<file path="src/rtl/load_seq_pkg.sv">
// Shared types, select codes and phase-order helper for the layer load sequencer.
package load_seq_pkg;

  localparam int unsigned DATA_WIDTH = 32;
  localparam int unsigned CNT_WIDTH  = 16;

  typedef logic [CNT_WIDTH-1:0] cnt_t;

  typedef enum logic [2:0] {
    IDLE,
    LOAD_WGT,
    LOAD_BIAS,
    LOAD_IFM,
    DONE
  } state_t;

  localparam logic [1:0] SEL_NONE = 2'b00;
  localparam logic [1:0] SEL_IFM  = 2'b01;
  localparam logic [1:0] SEL_WGT  = 2'b10;
  localparam logic [1:0] SEL_BIAS = 2'b11;

  typedef struct packed {
    cnt_t wgt;
    cnt_t bias;
    cnt_t ifm;
  } lens_t;

  // First phase after cur (order WGT->BIAS->IFM) with a nonzero length, else DONE.
  function automatic state_t next_phase(state_t cur, cnt_t wgt_len, cnt_t bias_len, cnt_t ifm_len);
    state_t n;
    n = DONE;
    if ((cur == IDLE || cur == LOAD_WGT || cur == LOAD_BIAS) && ifm_len != '0) n = LOAD_IFM;
    if ((cur == IDLE || cur == LOAD_WGT) && bias_len != '0) n = LOAD_BIAS;
    if (cur == IDLE && wgt_len != '0) n = LOAD_WGT;
    return n;
  endfunction

endpackage

</file>
<file path="src/rtl/load_sequencer_if.sv">
// Stream handshake and demux/buffer write bus between the sequencer and its neighbours.
interface load_sequencer_if;
  import load_seq_pkg::*;

  logic       in_valid;
  logic       in_ready;
  logic [1:0] sel;
  logic       wr_en_wgt;
  logic       wr_en_bias;
  logic       wr_en_ifm;
  cnt_t       wr_addr;

  modport master (
    input  in_valid,
    output in_ready, sel, wr_en_wgt, wr_en_bias, wr_en_ifm, wr_addr
  );

  modport slave (
    output in_valid,
    input  in_ready, sel, wr_en_wgt, wr_en_bias, wr_en_ifm, wr_addr
  );
endinterface

</file>
<file path="src/rtl/load_sequencer_phase_counter.sv">
// Per-phase word counter with clear priority and a last-word flag.
module phase_counter
  import load_seq_pkg::*;
(
  input  logic clk,
  input  logic rst_n,
  input  logic inc,
  input  logic clr,
  input  cnt_t len,
  output cnt_t count,
  output logic terminal_c
);

  always_ff @(posedge clk) begin
    if (!rst_n)   count <= '0;
    else if (clr) count <= '0;
    else if (inc) count <= count + CNT_WIDTH'(1);
  end

  assign terminal_c = (count == len - CNT_WIDTH'(1));

endmodule

</file>
<file path="src/rtl/load_sequencer.sv">
// Layer load sequencer: steers the off-chip stream to WGT, BIAS then IFM buffers.
// Optional starved-cycle counter built when LOAD_SEQ_PERF_EN is defined.
module load_sequencer
  import load_seq_pkg::*;
(
  input  logic                clk,
  input  logic                rst_n,
  input  logic                start,
  input  logic                abort,
  input  cnt_t                wgt_len,
  input  cnt_t                bias_len,
  input  cnt_t                ifm_len,
  load_sequencer_if.master    bus,
  output logic                busy,
  output logic                done,
  output logic [31:0]         stall_cnt
);

  state_t state_q, state_d;
  lens_t  lens_q;
  cnt_t   cur_len, cnt_q;
  logic   cnt_inc, cnt_clr, cnt_last_c;
  logic   load_active;

  always_ff @(posedge clk) begin
    if (!rst_n) state_q <= IDLE;
    else        state_q <= state_d;
  end

  // Lengths are captured only when a start is accepted.
  always_ff @(posedge clk) begin
    if (!rst_n)                      lens_q <= '0;
    else if (state_q == IDLE && start) lens_q <= '{wgt: wgt_len, bias: bias_len, ifm: ifm_len};
  end

  always_comb begin
    cur_len = '0;
    case (state_q)
      LOAD_WGT:  cur_len = lens_q.wgt;
      LOAD_BIAS: cur_len = lens_q.bias;
      LOAD_IFM:  cur_len = lens_q.ifm;
      default:   cur_len = '0;
    endcase
  end

  assign load_active = (state_q == LOAD_WGT) || (state_q == LOAD_BIAS) || (state_q == LOAD_IFM);

  phase_counter u_cnt (
    .clk        (clk),
    .rst_n      (rst_n),
    .inc        (cnt_inc),
    .clr        (cnt_clr),
    .len        (cur_len),
    .count      (cnt_q),
    .terminal_c (cnt_last_c)
  );

  // Next-state and output decode; abort outranks a same-cycle word.
  always_comb begin
    state_d         = state_q;
    cnt_inc         = 1'b0;
    cnt_clr         = 1'b0;
    busy            = 1'b0;
    done            = 1'b0;
    bus.in_ready    = 1'b0;
    bus.sel         = SEL_NONE;
    bus.wr_en_wgt   = 1'b0;
    bus.wr_en_bias  = 1'b0;
    bus.wr_en_ifm   = 1'b0;
    bus.wr_addr     = cnt_q;
    case (state_q)
      IDLE: begin
        if (start) begin
          cnt_clr = 1'b1;
          state_d = next_phase(IDLE, wgt_len, bias_len, ifm_len);
        end
      end
      LOAD_WGT, LOAD_BIAS, LOAD_IFM: begin
        busy         = 1'b1;
        bus.in_ready = 1'b1;
        case (state_q)
          LOAD_WGT:  bus.sel = SEL_WGT;
          LOAD_BIAS: bus.sel = SEL_BIAS;
          default:   bus.sel = SEL_IFM;
        endcase
        if (abort) begin
          cnt_clr = 1'b1;
          state_d = IDLE;
        end else if (bus.in_valid) begin
          bus.wr_en_wgt  = (state_q == LOAD_WGT);
          bus.wr_en_bias = (state_q == LOAD_BIAS);
          bus.wr_en_ifm  = (state_q == LOAD_IFM);
          if (cnt_last_c) begin
            cnt_clr = 1'b1;
            state_d = next_phase(state_q, lens_q.wgt, lens_q.bias, lens_q.ifm);
          end else begin
            cnt_inc = 1'b1;
          end
        end
      end
      DONE: begin
        done    = 1'b1;
        state_d = IDLE;
      end
      default: state_d = IDLE;
    endcase
  end

`ifdef LOAD_SEQ_PERF_EN
  logic [31:0] stall_q;

  // Starved load cycles, saturating; cleared by an accepted start.
  always_ff @(posedge clk) begin
    if (!rst_n)                                       stall_q <= '0;
    else if (state_q == IDLE && start)                stall_q <= '0;
    else if (load_active && !bus.in_valid && stall_q != 32'hFFFF_FFFF) stall_q <= stall_q + 32'd1;
  end

  assign stall_cnt = stall_q;
`else
  assign stall_cnt = 32'd0;
`endif

endmodule
</file>
<file path="src/flat_wrapper.sv">
// flat-port wrapper written by rule: the top's interface ports become plain ports
module load_sequencer_flat import load_seq_pkg::*;
  (clk, rst_n, start, abort, wgt_len, bias_len, ifm_len, busy, done, stall_cnt, bus_in_valid, bus_in_ready, bus_sel, bus_wr_en_wgt, bus_wr_en_bias, bus_wr_en_ifm, bus_wr_addr);
  load_sequencer_if bus_i ();
  input  logic clk;
  input  logic rst_n;
  input  logic start;
  input  logic abort;
  input  cnt_t wgt_len;
  input  cnt_t bias_len;
  input  cnt_t ifm_len;
  output logic busy;
  output logic done;
  output logic [31:0] stall_cnt;
  input wire logic [$bits(bus_i.in_valid)-1:0] bus_in_valid;
  output wire logic [$bits(bus_i.in_ready)-1:0] bus_in_ready;
  output wire logic [$bits(bus_i.sel)-1:0] bus_sel;
  output wire logic [$bits(bus_i.wr_en_wgt)-1:0] bus_wr_en_wgt;
  output wire logic [$bits(bus_i.wr_en_bias)-1:0] bus_wr_en_bias;
  output wire logic [$bits(bus_i.wr_en_ifm)-1:0] bus_wr_en_ifm;
  output wire logic [$bits(bus_i.wr_addr)-1:0] bus_wr_addr;
  assign bus_i.in_valid = bus_in_valid;
  assign bus_in_ready = bus_i.in_ready;
  assign bus_sel = bus_i.sel;
  assign bus_wr_en_wgt = bus_i.wr_en_wgt;
  assign bus_wr_en_bias = bus_i.wr_en_bias;
  assign bus_wr_en_ifm = bus_i.wr_en_ifm;
  assign bus_wr_addr = bus_i.wr_addr;
  load_sequencer u_core (.clk(clk), .rst_n(rst_n), .start(start), .abort(abort), .wgt_len(wgt_len), .bias_len(bias_len), .ifm_len(ifm_len), .bus(bus_i), .busy(busy), .done(done), .stall_cnt(stall_cnt));
endmodule
</file>
<file path="config.mk">
export PLATFORM = sky130hd
export DESIGN_NAME = load_sequencer_flat
export DESIGN_NICKNAME = d
export VERILOG_FILES = /design/src/rtl/load_seq_pkg.sv /design/src/rtl/load_sequencer_if.sv /design/src/rtl/load_sequencer_phase_counter.sv /design/src/rtl/load_sequencer.sv /design/src/flat_wrapper.sv
export SDC_FILE = /design/constraint.sdc
export NUM_CORES = 1
export LEC_CHECK = 0
export CORE_ASPECT_RATIO = 0.8
export CORE_MARGIN = 8
export CORE_UTILIZATION = 50
export DETAILED_ROUTE_END_ITERATION = 6
export HOLD_SLACK_MARGIN = 0.05
export PLACE_DENSITY = 0.92
export SLEW_MARGIN = 15
export SYNTH_ARGS = -nofsm -noshare
export SYNTH_HDL_FRONTEND = slang
export SYNTH_SLANG_ARGS = --single-unit
</file>
<file path="constraint.sdc">
create_clock -name clk -period 5 [get_ports clk]
set_input_delay 1 -clock clk [delete_from_list [all_inputs] [get_ports clk]]
set_output_delay 1 -clock clk [all_outputs]
set_load 0.02 [all_outputs]
</file>
Word-level counts from Yosys, hierarchy flattened
Index checks and enable logic that the tools add are counted.
- register bits: 67
- input bits: 53
- output and inout port bits: 56
- logic and storage cells: 66
- $add $sub $neg: 2
- equal/unequal tests: 8
- muxes and demuxes: 34
- bitwise operators: 1
- reductions and logical operators: 16
- operators with widths (cell ; count):
    $reduce_bool 16->1 ; 6
    $pmux 16 s3 ; 1
    $mux 3 ; 10
    $mux 1 ; 19
    $add 16x1->16 const B ; 1
    $eq 16x16->1 ; 1
    $sub 16x1->16 const B ; 1
    $eq 3x2->1 const B ; 2
    $pmux 3 s2 ; 1
    $logic_and 1x1->1 ; 4
    $pmux 2 s2 ; 1
    $eq 3x1->1 const B ; 1
    $eq 3x3->1 const B ; 1
    $logic_not 3->1 ; 1
    $ne 3x2->1 const B ; 1
    $ne 3x3->1 const B ; 1
    $reduce_and 3->1 ; 1
    $reduce_or 3->1 ; 1
    $logic_or 1x1->1 ; 2
    $mux 2 ; 1
    $ne 2x2->1 const B ; 1
    $pmux 1 s2 ; 1
    $reduce_or 2->1 ; 1
    $not 1->1 ; 1

Logic depth before layout (Yosys ltp)
Gate-level depths: netlist of the first run.
- depth after elaboration: 11
- mapped depth: 15
- mapped depth without buffers: 11

By module
From an unflattened synthesis of the first run, not the netlist that was laid out.
- cells, all modules: 524
- area total of the unflattened synthesis: 4160.2 um^2
- by module, submodules not included (module ; instances ; cells each ; area an instance (um^2) ; sequential area each (um^2)):
    load_sequencer ; 1 ; 366 ; 2855.2 ; 1021.0
    phase_counter ; 1 ; 158 ; 1305.0 ; 320.3

Worst setup path after synthesis of the first run
OpenSTA, ideal clock, no wires.
- path type: flip-flop to flip-flop
- from: register u_core.state_q[0]
- to: register u_core.state_q[0]
- library setup time: 0.128 ns
- arrival: 3.321 ns
- required time: 4.872 ns
- path slack: 1.551 ns
- stages on the path, launching flop included: 16
- buffers on the path: 4
- clock period less this slack: 3.449 ns
- path through: dfxtp_1 > buf_2 > and2b_1 > buf_6 > a32oi_1 > ha_1 > clkbuf_1 > o2111ai_1 > or3_1 > mux2i_1 > nor3_1 > a2111o_2 > buf_6 > o21ai_4 > mux2i_1 > nor2_1
- longest elaborated chain between the ends: 11
- elaborated cells on any way between the ends: 24
- those cells by class: 1 x add/sub; 7 x eq/ne; 8 x mux; 8 x reduce/logical
- ends and longest elaborated chain (element ; RTL line ; source):
    start: declaration ; load_sequencer.sv:19 ; state_t state_q, state_d;
    start signal: assignment ; load_sequencer.sv:27 ; else state_q <= state_d;
    branches (longest 11 deep; another with $sub 16x1->16) ; - ;
Parallel ways; which one is timed is not known. The select of a mux whose other input is x is not followed.
A chain may end at the register's enable or synchronous reset.

Worst setup path after layout of the first run
- from: register u_core.state_q[0]
- to: register u_core.u_cnt.count[13]
- longest elaborated chain between the ends: 9
- elaborated cells on any way between the ends: 17
- those cells by class: 1 x add/sub; 4 x eq/ne; 9 x mux; 3 x reduce/logical
- ends and longest elaborated chain (element ; RTL line ; source):
    $eq 3x2->1 or $eq 3x1->1 (tied branches) ; - ;
    $pmux 16 s3 ; load_sequencer.sv:38 ; case (state_q)
    $sub 16x1->16 ; load_sequencer_phase_counter.sv:20 ; assign terminal_c = (count == len - CNT_WIDTH'(1));
    $eq 16x16->1 ; load_sequencer_phase_counter.sv:20 ;
    $mux 1 ; load_sequencer.sv:93 ; if (cnt_last_c) begin
    $mux 1 ; load_sequencer.sv:89 ; end else if (bus.in_valid) begin
    $mux 1 ; load_sequencer.sv:86 ; if (abort) begin
    $pmux 1 s2 ; load_sequencer.sv:71 ; case (state_q)
    $reduce_or 2->1 (no line) ; - ;
    end signal: assignment ; load_sequencer_phase_counter.sv:17 ; else if (inc) count <= count + CNT_WIDTH'(1);
    end: declaration ; load_sequencer_phase_counter.sv:10 ; output cnt_t count,
Parallel ways exist; a longest one is shown, timed or not.

==> metrics list, run 1 <==
- Across all layers, the routed design uses around 4300 vias.
- Share of flip-flops with an asynchronous set or reset: 0
- At the end of the flow, the number of nets in the layout was approximately 660.
- The floorplan step defined a die boundary enclosing 11800 um2.
* Register area share after synthesis: 0.312
- The worst setup path is launched from a flop.
* FF-to-FF Start: u_core.state_q[0]
- Static timing analysis puts the maximum clock frequency at 232 MHz.
- Counting flops and latches in the post-synthesis netlist gives 67.
- Finish-stage setup viols: 0
- Final-report max-slew violation count: 0
- Hold slack: approximately 460 ps
* Depth of the worst hold-timing path: 2
* Pin count of the biggest net entering global routing: 52
* Number of remaining DRC errors: 0
- STA puts the critical path data arrival time at about 4600 ps.
- Reg2Reg Depth: 11
- The later pin in the worst-skew pair is clocked with a latency of between 300 and 400 ps.
- In the final layout, the share of cells above drive strength 1 is 0.0867.
- Initial DRT Pass Iterations: 5
- A synthesized cell averages around 7.9 um2.
- Gr ovfl total: 0
- Summed over all instances, the cell type with the most area after synthesis is sky130_fd_sc_hd__dfxtp_1.
* P&R area growth vs syn: 19.3%
- CTS sink count: 67
- The core region is approximately 8400 um2.
- Worst-case vdd ir drop: between 0.2 and 0.25 mV
* DPL Wire Length: 9660 um
- Post-CTS repair changed the size of 0 cells.
* Clock transition at the registers of the reported paths: ~80 ps
- Dividing the detail-routed via count by the number of cells gives around 6.
- The setup check on the worst reg-to-reg path leaves a slack of between 600 and 700 ps.
- Power density relative to cell area: between 300 and 400 nW/um2
* Number of antenna violations at the first check in global routing: 0
- Number of core rows: 30
- The via count of the first global-routing pass was between 4000 and 5000.
- For the pin with the worst max-slew slack, the measured transition is ~740 ps.
- The H-tree generated during clock tree synthesis spans 3 levels.
- Post-Place Cell Area: roughly 5000 um2
- Remaining max-slew budget at the tightest pin: 0.506
- The detail route stage leaves a number of antenna-violating nets equal to 0.
- Horizontal die dimension: about 120 um
- Clock tree from TritonCTS: built
- Dominant cell by count in the synthesized netlist: sky130_fd_sc_hd__nand2_1
* Final GP Congestion: 0.983
- Biggest area contributors in the synthesized netlist: sky130_fd_sc_hd__dfxtp_1 31%, sky130_fd_sc_hd__nand2_1 9.4%, sky130_fd_sc_hd__a21oi_1 6.9%
* RSZ-0062 raised after global routing: false
- Syn. warnings: 0
- Post-CTS Setup Repair Bufs: 0
* R2R Path End: u_core.u_cnt.count[13]
* Number of diodes: 0
- The number of hold-slack violations in the final timing report was 0.
- The longest clock path from root to sink contains 2 buffers.
- Port bufs: 76
- GRT Total Usage: 0.212
* Sum of internal, switching and leakage power: approximately 1.6 mW
* Layout fillers: a little over 700
* Category of the worst setup path capture point: flop
* Maximum fanout along the worst path: 20
- Post-Route Setup TNS: 0 ps
* Worst Hold End: u_core.lens_q[43]
- After the first detailed-routing iteration, the DRC count stood at slightly above 300.
- The synthesized design contains 0 enable-type register cells.
* Clock period minus final worst setup slack: around 4300 ps
- In the final routed layout, each cell accounts on average for between 15 and 20 um.
- After detailed routing, the total wire length is roughly 13000 um.
- In this run, post-CTS hold repair placed 0 buffers.
- Among all flip-flop cells after synthesis, the most frequent one is sky130_fd_sc_hd__dfxtp_1.
* Period Utilization, post-route: 0.863
- The finished cells cover 5120 um2.
* Worst clock skew: ~9 ps
- Worst Path Required: 5260 ps
- The floorplan step set the die height to between 90 and 100 um.
- Portion of synthesized cell area occupied by the leading cell type: 0.312
- Starting Density: 0.511
- Outcome: finished clean
- Startpoint-to-endpoint class of the critical path: reg2reg
- Max-cap violations in this run came to 0.
* Inserted Clock Buffers: 9
* Instance count of the mapped netlist: about 540
* IO Pins: around 110
- The synthesized netlist contains 67 unique library cells.
- Synth top cells by count: 107 x sky130_fd_sc_hd__nand2_1, 67 x sky130_fd_sc_hd__dfxtp_1, 59 x sky130_fd_sc_hd__a21oi_1, 34 x sky130_fd_sc_hd__buf_4, 33 x sky130_fd_sc_hd__nor2_1
* Hold Path Class: reg2reg
- The worst hold path begins at u_core.lens_q[43].
* First-pass GRT wire length: 20700 um
- The synthesized netlist occupies a cell area of 4300 um2.
- CTS placed an instance of sky130_fd_sc_hd__clkbuf_8 at the clock tree root.
- The analysis attributes to cell leakage a power of 1.92 nW.
[cells in the final DEF (no fill, tap or decap), types with 7 or more instances in the layout]
master                            netlist  routed
sky130_fd_sc_hd__nor3_1                12      12
sky130_fd_sc_hd__xor2_1                15      15
sky130_fd_sc_hd__nand4_1               17      17
sky130_fd_sc_hd__nor2_1                33      33
sky130_fd_sc_hd__nand2_1              107     107
sky130_fd_sc_hd__clkbuf_8               0       9
sky130_fd_sc_hd__xnor2_1               14      14
sky130_fd_sc_hd__dfxtp_1               67      67
sky130_fd_sc_hd__mux2_2                11      11
sky130_fd_sc_hd__conb_1                 1      32
sky130_fd_sc_hd__and3_1                 7       7
sky130_fd_sc_hd__nor4_1                23      23
sky130_fd_sc_hd__a21oi_1               59      59
sky130_fd_sc_hd__buf_4                 34       8
sky130_fd_sc_hd__nand3_1               14      14
sky130_fd_sc_hd__clkdlybuf4s50_1        0      76
[power breakdown]
part           switching (mW)  internal, mW
sequential             0.0587         0.580
combinational           0.331         0.231
clock                   0.222         0.181
[per-stage QoR]
stage / worst slack [ps] / utilization / instances
3_3_place_gp: 1030 / 0.589 / 707
5_1_grt: 419 / 0.610 / 723
2_1_floorplan: 1550 / - / 575
3_5_place_dp: 787 / 0.589 / 707
4_1_cts: 752 / 0.610 / 723
6_report: 685 / 0.610 / 723
[logic make-up after synthesis]
kind of cell	synth area share
other	0.000873
and+or+nand+nor	0.277
DFF	0.312
buffers and inverters	0.101
AOI/OAI and AO/OA	0.190
muxes	0.0539
xor gates and xnor gates	0.0591
adders and majority gates	0.00582
[critical path: stages (launching register included)]
cell	delay (ps)
sky130_fd_sc_hd__dfxtp_1	800
sky130_fd_sc_hd__and2b_1	610
sky130_fd_sc_hd__a32oi_1	250
sky130_fd_sc_hd__ha_1	400
sky130_fd_sc_hd__xor2_1	220
sky130_fd_sc_hd__xnor2_1	170
sky130_fd_sc_hd__a2111oi_2	350
sky130_fd_sc_hd__o2111ai_1	160
sky130_fd_sc_hd__a2111o_2	580
sky130_fd_sc_hd__o21bai_1	180
sky130_fd_sc_hd__a211o_2	310
sky130_fd_sc_hd__o21ba_1	190
[how the worst max path moves through the flow]
stage / slack, ps / depth (start not counted) / to / from
floorplan: 1550 / 15 / u_core.state_q[0] / u_core.state_q[0]
global placement: 1030 / 11 / u_core.u_cnt.count[13] / u_core.state_q[0]
detailed placement: 790 / 11 / u_core.u_cnt.count[13] / u_core.state_q[0]
CTS: 750 / 11 / u_core.u_cnt.count[13] / u_core.state_q[0]
global route: 420 / 11 / u_core.u_cnt.count[15] / u_core.state_q[0]
finish: 690 / 11 / u_core.u_cnt.count[13] / u_core.state_q[0]
[layout make-up]
class / count / area [um2] / area share
multi-input cells: 439 / 2640 / 0.514
clock inverters: 6 / 41.3 / 0.00806
inverters: 5 / 18.8 / 0.00366
flip-flops and latches: 67 / 1340 / 0.262
well taps: 112 / 140 / 0.0273
repair buffers: 84 / 821 / 0.160
clock buffers: 10 / 128 / 0.0249
[per-layer routing]
metal	GRT usage	vias up	wire length, um
met1	0.263	2012	5270
met5	0	-	0
li1	-	2008	-
met3	0.0520	43	1030
met4	0.101	0	403
met2	0.338	243	5900
[state kept, by name (all words and copies together), names as in the netlist]
name / cells
u_core.lens_q: 48
u_core.u_cnt.count: 16
u_core.state_q: 3
Power figures use the tool's default switching activity.
==> run 2: changes to the inputs <==
--- a/config.mk
+++ b/config.mk
@@ -5,12 +5,13 @@
 export SDC_FILE = /design/constraint.sdc
 export NUM_CORES = 1
 export LEC_CHECK = 0
+export ABC_AREA = 0
 export CORE_ASPECT_RATIO = 0.8
 export CORE_MARGIN = 8
-export CORE_UTILIZATION = 50
+export CORE_UTILIZATION = 45
 export DETAILED_ROUTE_END_ITERATION = 6
 export HOLD_SLACK_MARGIN = 0.05
-export PLACE_DENSITY = 0.92
+export PLACE_DENSITY = 0.85
 export SLEW_MARGIN = 15
 export SYNTH_ARGS = -nofsm -noshare
 export SYNTH_HDL_FRONTEND = slang
==> run 2 against run 1 <==
Compared with the run above:
- first-iteration DRC count is 31% higher
- design area is 3.3% higher
- clock-buffer cell count is 2 higher
- die area is 9.4% higher
- flip-flop and latch count stayed put
- register-to-register slack better by 50 ps
- worst setup slack better by 50 ps
- via count is 2.1% lower
- critical endpoint is now u_core.u_cnt.count[15]
- power is 17% higher
- fmax is 1.2% higher
==> metrics list, run 2 (same netlist as run 1, synthesis figures left out) <==
- The count of final max-slew check failures came to 0 (unchanged).
- The number of buffers between clock root and the deepest sink came to 2 (unchanged).
- TritonCTS built the clock tree.
- The clock sink count came to 67 (unchanged).
* Area of the core region: 9450 um2 (+12%)
- Worst Hold End: u_core.lens_q[47]
- Leaving out fill and tap cells, the most frequent cell in the layout is sky130_fd_sc_hd__nand2_1.
- Setup repair after global routing left no endpoint under its margin.
* Remaining antenna violation count: 0 (unchanged)
* Non-filler instance count after layout: 731 (+1.1%)
- Hold Path Class: reg2reg
- The detailed-routing iteration count for the pre-antenna-repair pass came to 5 (unchanged).
* Maxcap violations: 0 (unchanged)
* Most frequent cells in the layout: 107 x sky130_fd_sc_hd__nand2_1, 76 x sky130_fd_sc_hd__clkdlybuf4s50_1, 67 x sky130_fd_sc_hd__dfxtp_1, 59 x sky130_fd_sc_hd__a21oi_1, 33 x sky130_fd_sc_hd__nor2_1
- The post-route total power came to 1.88 mW (+17%).
- Initial drt markers: 406 (+31%)
- The switching power as a share of total power came to 0.328 (-0.0531).
- Number of diodes: 0 (unchanged)
- The total of endpoints with negative setup slack in the final report is 0 (unchanged).
* Post-Route Setup TNS: 0 ps (unchanged)
- Clock transition at the registers of the reported paths: 60 ps (-20 ps)
- The total length of routed wires came to 12800 um (+1.4%).
- STA classifies the critical path startpoint as a flop.
- Vias in the first global route: 3978 (-4.6%)
* Category of the worst setup path capture point: flop
- Setup slack of the worst register-to-register path: 740 ps (+50 ps)
- P&R area growth vs syn: 23.2%
* DPL Wire Length: 9750 um (+0.93%)
- Remaining max-slew budget at the tightest pin: 0.520 (+0.0148)
* Max reg flops: 48 (unchanged)
* Horizontal die dimension: 125 um (+4.7%)
- Data arrival time of the critical path: 4530 ps (-40 ps)
- Traced cell by cell, the critical path runs through nor2b_4, a32oi_1, ha_1, o2111ai_1, o31a_1, o2111a_1, nor3_1, a2111o_2, nand4_1, or3_1, a21oi_1.
* Largest regs: u_core.lens_q (48), u_core.u_cnt.count (16), u_core.state_q (3)
- Startpoint-to-endpoint class of the critical path: reg2reg
- Cell Count Post-Placement: 715 (+1.1%)
- The count of H-tree levels built during CTS came to 3 (unchanged).
- Number of antenna violations at the first check in global routing: 0 (unchanged)
* Power density relative to cell area: 356 nW/um2 (+14%)
* Number of remaining DRC errors: 0 (unchanged)
- Number of core rows: 32 (+6.7%)
- Hold path start: u_core.lens_q[47]
- FF-to-FF Start: u_core.state_q[0]
* Final net count: 662 (+0.15%)
- Static Leak: 1.99 nW (+3.7%)
* Ratio of routed vias to standard cells: 5.77 (-3.1%)
- The post-CTS setup buffer count was 0 (unchanged).
- The count of pins on the block boundary was 109 (unchanged).
* Outcome: finished clean
- The relative contribution of sequential cells to total power is 0.340 (-0.058).
- Clk network pwr share: 0.362 (+0.111)
- The aggregate global routing overflow is 0 (unchanged).
* Clock period minus final worst setup slack: 4260 ps (-49.9 ps)
* Worst-skew pair later-pin latency: 330 ps (-30 ps)
* Worst-case vdd ir drop: 0.178 mV (-23%)
- Total vias in the final route: 4217 (-2.1%)
- Fmax: 234 MHz (+1.2%)
- Post-route standard cell area excluding fillers: 5290 um2 (+3.3%)
* GRT Total Usage: 0.194 (-0.0181)
- Inserted Clock Buffers: 9 (unchanged)
- R2R Path End: u_core.u_cnt.count[15]
* Worst Path Required: 5260 ps (about the same)
* Combinational cell fraction of total power: 0.298 (-0.053)
- The area of the die is 12900 um2 (+9.4%).
* Net Switching: 0.618 mW (+1.1%)
- The measured slew at the worst slew-check pin was 718 ps (-22.2 ps).
- The final cycle utilization of the critical path was 0.853 (-0.00997).
- The maximum single-stage delay on the critical path was 780 ps (-20 ps).
- Internal power of the cells: 1.26 mW (+28%)
* Depth of the worst hold-timing path: 2 (unchanged)
- Starting Density: 0.455 (-0.0563)
- Final GP Congestion: 0.952 (-3.1%)
- Largest Register: u_core.lens_q
* Hold Fails Final Rpt: 0 (unchanged)
- Number of gates resized after CTS: 0 (unchanged)
* Number of buffers inserted by hold repair at cts: 0 (unchanged)
* Port bufs: 76 (unchanged)
- The pin count of the biggest net entering global routing was 52 (unchanged).
* Clk root buf: sky130_fd_sc_hd__clkbuf_16
* Layout cells sized above 1: 0.0866 (-0.000142)
- First-pass GRT wire length: 20200 um (-2.4%)
- The pre-CTS setup slack was 811 ps (+24.1 ps).
* Maximum fanout along the worst path: 20 (unchanged)
- The die outline height came to 103 um (+4.5%).
* Post-Place Cell Area: 4970 um2 (+0.33%)
- Slowest cell on the critical path: sky130_fd_sc_hd__dfxtp_1
- Average routed wire per standard cell: 17.5 um (+0.29%)
- The number of cells on the worst reg-to-reg path came to 11 (unchanged).
* Crit path setup slack, layout: 735 ps (+49.9 ps)
- The worst-case clock skew came to 6.40 ps (-2.41 ps).
run 2: changes by cell type in the layout (fill, tap and decap cells not counted), sizes merged:
cell	previous run	this run
inv	5	4
buf	8	9
clkbuf	10	12
clkinv	6	3
bufinv	0	2
run 2: per-stage QoR:
step / hold slack, ps / util
after floorplan: 432 / -
after global placement: 444 / 0.526
after detailed placement: 456 / 0.526
after CTS: 468 / 0.560
after global routing: 484 / 0.560
final: 472 / 0.560
run 2: worst max path at each step:
stage,from,slack [ps],endpoint
floorplan,u_core.state_q[0],1550,u_core.state_q[0]
global placement,u_core.state_q[0],1010,u_core.u_cnt.count[13]
detailed placement,u_core.state_q[0],810,u_core.u_cnt.count[13]
CTS,u_core.state_q[0],780,u_core.u_cnt.count[13]
global route,u_core.state_q[0],450,u_core.u_cnt.count[13]
finish,u_core.state_q[0],740,u_core.u_cnt.count[15]
run 2: final cells by class:
type / count / area (um2)
clock buffer: 12 / 246
multi-input combinational: 439 / 2640
tap: 119 / 149
timing repair buffer: 85 / 828
inverter: 5 / 18.8
clock inverter: 4 / 73.8
fill: 850 / 4160
sequential: 67 / 1340
run 2: critical path, delay by kind of cell, from the launching register on:
| family | cells | cell delay (ps) |
|---|---|---|
| fa+ha+maj | 1 | 470 |
| flops | 1 | 780 |
| compound gates | 6 | 1700 |
| simple gates | 4 | 1210 |
run 2: power by group through the flow:
stage                     clock (mW)  combinational (mW)  sequential [mW]
after CTS                      0.686               0.553            0.638
after global routing           0.717               0.613            0.645
after global placement             0               0.541            0.645
final                          0.681               0.561            0.641
after detailed placement           0               0.548            0.648
after floorplan                    0               0.452            0.617
run 2: layer usage:
layer,share of wire,vias to the layer above,global-route usage,wire [um]
met5,0,-,0,0
met4,0.022,0,0.0700,276
met3,0.081,23,0.0517,1040
met2,0.45,203,0.312,5780
met1,0.45,1974,0.247,5690
li1,-,2017,-,-
==> run 3: changes to the inputs <==
--- a/config.mk
+++ b/config.mk
@@ -9,6 +9,7 @@
 export CORE_ASPECT_RATIO = 0.8
 export CORE_MARGIN = 8
 export CORE_UTILIZATION = 45
+export CTS_CLUSTER_DIAMETER = 200
 export DETAILED_ROUTE_END_ITERATION = 6
 export HOLD_SLACK_MARGIN = 0.05
 export PLACE_DENSITY = 0.85
==> results of run 3 <==
Final layout, timing and power as in run 2 (identical DEF).
